File: config.mk
export PLATFORM = sky130hd
export DESIGN_NAME = sma_decoder
export DESIGN_NICKNAME = d
export VERILOG_FILES = /design/src/rtl/sma_decoder.sv
export SDC_FILE = /design/constraint.sdc
export NUM_CORES = 1
export LEC_CHECK = 0
export BUFFER_PORTS_ARGS = -buffer_cell sky130_fd_sc_hd__buf_2
export CAP_MARGIN = 40
export CORE_ASPECT_RATIO = 1.25
export CORE_MARGIN = 4
export CORE_UTILIZATION = 60
export DETAILED_ROUTE_END_ITERATION = 8
export PLACE_DENSITY = 0.78
export SYNTH_ARGS = -nofsm -noshare
export SYNTH_HDL_FRONTEND = slang
export SYNTH_SLANG_ARGS = --single-unit
File: constraint.sdc
create_clock -name clk -period 4.7 [get_ports clk]
set_input_delay 0.94 -clock clk [delete_from_list [all_inputs] [get_ports clk]]
set_output_delay 0.94 -clock clk [all_outputs]
set_load 0.02 [all_outputs]
File: src/rtl/sma_decoder.sv
// Inverse of the 4-tap moving-sum filter: rebuilds x[n] = s[n] - x[n-1] - x[n-2] - x[n-3]
// from an 18-bit running sum, with a range check that parks the block in ERROR until resync.
module sma_decoder (
    input  logic               clk,
    input  logic               rst,
    input  logic               s_valid,
    input  logic signed [17:0] s_sum,
    output logic               s_ready,
    output logic               m_valid,
    output logic signed [15:0] m_x,
    input  logic               m_ready,
    input  logic               resync,
    output logic               err,
    output logic [15:0]        count,
    output logic               dbg_state
);

    typedef enum logic {
        ST_RUN   = 1'b0,
        ST_ERROR = 1'b1
    } state_t;

    state_t             state_q;
    logic signed [15:0] h1_q;
    logic signed [15:0] h2_q;
    logic signed [15:0] h3_q;
    logic               m_valid_q;
    logic signed [15:0] m_x_q;
    logic               err_q;
    logic [15:0]        count_q;

    logic signed [19:0] sum_ext;
    logic signed [19:0] hist_sum;
    logic signed [19:0] diff;
    logic               in_range;
    logic               in_accept;
    logic               out_xfer;

    // Handshake: a beat moves on a rising edge only when valid && ready are both high in
    // that cycle; valid and payload are held stable until then, ready may change freely.
    // In RUN the single output register is refilled in the same cycle it drains.
    assign s_ready   = (state_q == ST_ERROR) ? 1'b1 : (!m_valid_q || m_ready);
    assign in_accept = s_valid && s_ready;
    assign out_xfer  = m_valid_q && m_ready;

    // Full 20-bit signed arithmetic so out-of-range results are never masked by wrap-around.
    assign sum_ext  = {{2{s_sum[17]}}, s_sum};
    assign hist_sum = {{4{h1_q[15]}}, h1_q} + {{4{h2_q[15]}}, h2_q} + {{4{h3_q[15]}}, h3_q};
    assign diff     = sum_ext - hist_sum;
    assign in_range = (diff >= -20'sd32768) && (diff <= 20'sd32767);

    always_ff @(posedge clk or posedge rst) begin
        if (rst) begin
            state_q   <= ST_RUN;
            h1_q      <= '0;
            h2_q      <= '0;
            h3_q      <= '0;
            m_valid_q <= 1'b0;
            m_x_q     <= '0;
            err_q     <= 1'b0;
            count_q   <= '0;
        end else begin
            if (out_xfer) begin
                m_valid_q <= 1'b0;
            end

            if (resync) begin
                // A same-cycle input is swallowed; count survives the flush.
                state_q   <= ST_RUN;
                h1_q      <= '0;
                h2_q      <= '0;
                h3_q      <= '0;
                m_valid_q <= 1'b0;
                err_q     <= 1'b0;
            end else if (state_q == ST_RUN && in_accept) begin
                if (in_range) begin
                    m_x_q     <= diff[15:0];
                    m_valid_q <= 1'b1;
                    h1_q      <= diff[15:0];
                    h2_q      <= h1_q;
                    h3_q      <= h2_q;
                    count_q   <= count_q + 16'd1;
                end else begin
                    state_q <= ST_ERROR;
                    err_q   <= 1'b1;
                end
            end
        end
    end

    assign m_valid   = m_valid_q;
    assign m_x       = m_x_q;
    assign err       = err_q;
    assign count     = count_q;
    assign dbg_state = (state_q == ST_ERROR);

endmodule

==> qor.txt <==
top cell type by total area after synthesis = dfrtp_1
row count = 38
synth unique cells = 59
Seq/Total Area, Yosys = 37.3%
Area Overhead vs Synth = 12.4%
setup tns final = 0 ps
Starting Density = 62.5%
FF-to-FF path depth = 14
Avg Inst Size Synth = 9.66 um^2
Synth Warn # = 0
layout filler cell count = 664
WS Path Type = reg2reg
drt via density = 5.32
Tmin final = 4470 ps
Placed Cells = 735
Max-Slew Margin vs Limit = 52.6%
Diodes inserted = 0
Die Ht = 115 um
Hold Fails Final Rpt = 0
Min-Delay Path Class = reg2reg
worst skew pair latency = 380 ps
CP endpoint kind = register
CP arrival = 4730 ps
CTS tree = done
total CTS buffers = 9
max cap viols = 0
First-pass DRT Iterations = 4
slew at the pin with the worst max-slew slack = 710 ps
I/O Buffers = 58
FFs w/ async S/R, synth = 100%
RSZ-0062 raised after global routing = no
fin nets = 703
H-tree Lvls = 3
vias in the first global route = 4165
die area = 10800 um^2
routability congestion estimate = 0.854
clk_skew = 20.8 ps
#FFs+latches synth = 82
final cycle utilization of the critical path = 95.1%
Post-synth EDFFs = 0
drt wl/cell = 14.7 um
post-route insts no fill = 749
core area = 8800 um^2
Detail Route Antenna Nets = 0
Die Width = 93.6 um
largest net degree at the start of global routing = 44
area of the mapped netlist = 5500 um^2
area share of the largest cell type after synthesis = 37.3%
Data required, critical path = 4960 ps
Slew Limit Fails = 0
GRT Util Overall = 22.4%
power per cell area = 382 nW/um^2
Cells after Synth = 569
syn_nets = 646
status = complete, no violations
I/O Pins = 59
first-pass GRT wire length = 18900 um
clk sinks = 82
initial antenna violation count = 0
Power, Total = 2.36 mW
leakage power = 3.36 nW
top post-synthesis cells by area = dfrtp_1 37%, fa_1 12%, inv_1 8.4%, mux2i_1 7.1%, ha_1 4.6%
CTS max path bufs = 2
DRC viols = 0
worst vdd ir = 0.210 mV
Worst-path clk slew = 90 ps
total grt overflow = 0
Routed WL = 11000 um
f_max = 0.224 GHz
Startpoint Class = register
Setup Viol. Count Final = 0
crit path max fanout = 5
total number of vias = 3983
share of layout cells above drive strength 1 = 16.7%
Initial DRC Count = 134
PostCTS Resize Cnt = 0
CTS root buf = clkbuf_8
top_reg_cell synth = dfrtp_1
cts hold-fix bufs = 0
Detailed Place HPWL = 8380 um
cell count of the worst hold path = 1
postcts setup bufs = 0
==> state kept, by name, indices dropped and copies added, names as in the netlist <==
signal,cells
h2_q,16
m_valid,1
err,1
h3_q,16
h1_q,16
m_x,16
count,16
==> worst paths after layout <==
check / start / end / slack (ps)
worst min-delay path: m_x[15] / m_x[15] / 490
max in group asynchronous: rst / h2_q[9] / 3030
worst max-delay path: h1_q[3] / count[14] / 230
worst max register to register: h1_q[3] / count[14] / 230
worst min register to register: m_x[15] / m_x[15] / 490
min in group asynchronous: rst / h3_q[4] / 640
==> synthesized netlist by cell type (8+ instances only) <==
| master | count |
|---|---|
| fa_1 | 34 |
| a21oi_1 | 17 |
| nand2_1 | 27 |
| o21ai_0 | 19 |
| ha_1 | 20 |
| mux2_2 | 8 |
| inv_1 | 123 |
| a21o_1 | 8 |
| nor3_1 | 9 |
| xor2_1 | 16 |
| dfrtp_1 | 82 |
| nor2_1 | 57 |
| mux2i_1 | 39 |
| xnor2_1 | 15 |
==> routing by layer <==
metal	track usage [%]	up-vias	part of all wire [%]
met5	0	-	0
met2	38.8	77	52
met1	27.1	1972	42
li1	-	1913	-
met3	3.93	21	3.9
met4	10.3	0	2.6
==> report_power, final <==
group	switching [mW]	internal, mW	leakage (nW)
clock	0.263	0.310	0.105
sequential	0.0814	0.802	1.11
combinational	0.536	0.365	2.15
==> critical path, cell delays in order, from the launching register on <==
cell and delay, ps:
dfrtp_1 390, inv_1 80, fa_1 540, inv_1 60, fa_1 500, inv_1 40, ha_1 370, o2111ai_1 170
a2111o_1 500, and3_1 190, a211o_1 310, nor4_4 420, nor2_2 80, or4b_1 540, xnor2_1 140
==> per-stage QoR <==
step                      setup WS (ps)  cell area, um^2  utilization, %  hold WS, ps
after floorplan                     347             5500               -          471
after global placement             91.4             5940            67.5          453
after detailed placement          -5.53             5960            67.8          478
after CTS                           220             6180            70.2          499
after global routing               1.00             6180            70.2          523
final                               232             6180            70.2          492
==> area by class of cell <==
| type | count | area (um^2) | area share, % |
|---|---|---|---|
| clock buffer | 10 | 138 | 2.23 |
| multi-input combinational | 343 | 2880 | 46.7 |
| timing repair buffer | 67 | 415 | 6.72 |
| tap | 120 | 150 | 2.43 |
| inverter | 123 | 463 | 7.49 |
| clock inverter | 4 | 76.3 | 1.24 |
| sequential | 82 | 2050 | 33.2 |
==> cells in the final DEF, fill, tap and decap left out, types with 5 or more instances in the layout <==
cell      synthesis  routed
mux2i_1          39      39
xnor2_1          15      15
ha_1             20      20
clkbuf_8          0      10
nand3_1           6       6
buf_2             5      58
nor2b_1           5       5
mux2_2            8       8
nor2_1           57      57
fa_1             34      34
nand2_1          27      27
nor3_1            9       9
o21ai_0          19      18
nand3b_1          5       5
inv_1           123     122
xor2_1           16      16
dfrtp_1          82      82
nand2b_1          7       7
buf_4             7       5
a21o_1            8       8
a21oi_1          17      17
==> kinds of logic after synthesis <==
logic type | after synthesis | synth area share [%]
adder cells (fa/ha/maj) | 54 | 16.9
multiplexers | 47 | 8.74
flip-flops | 82 | 37.3
buffers and inverters | 144 | 10.6
XOR/XNOR | 31 | 4.94
AO/OA/AOI/OAI | 71 | 8.65
AND/OR/NAND/NOR | 140 | 12.8
Note: power is estimated with default switching activity, not from simulation.
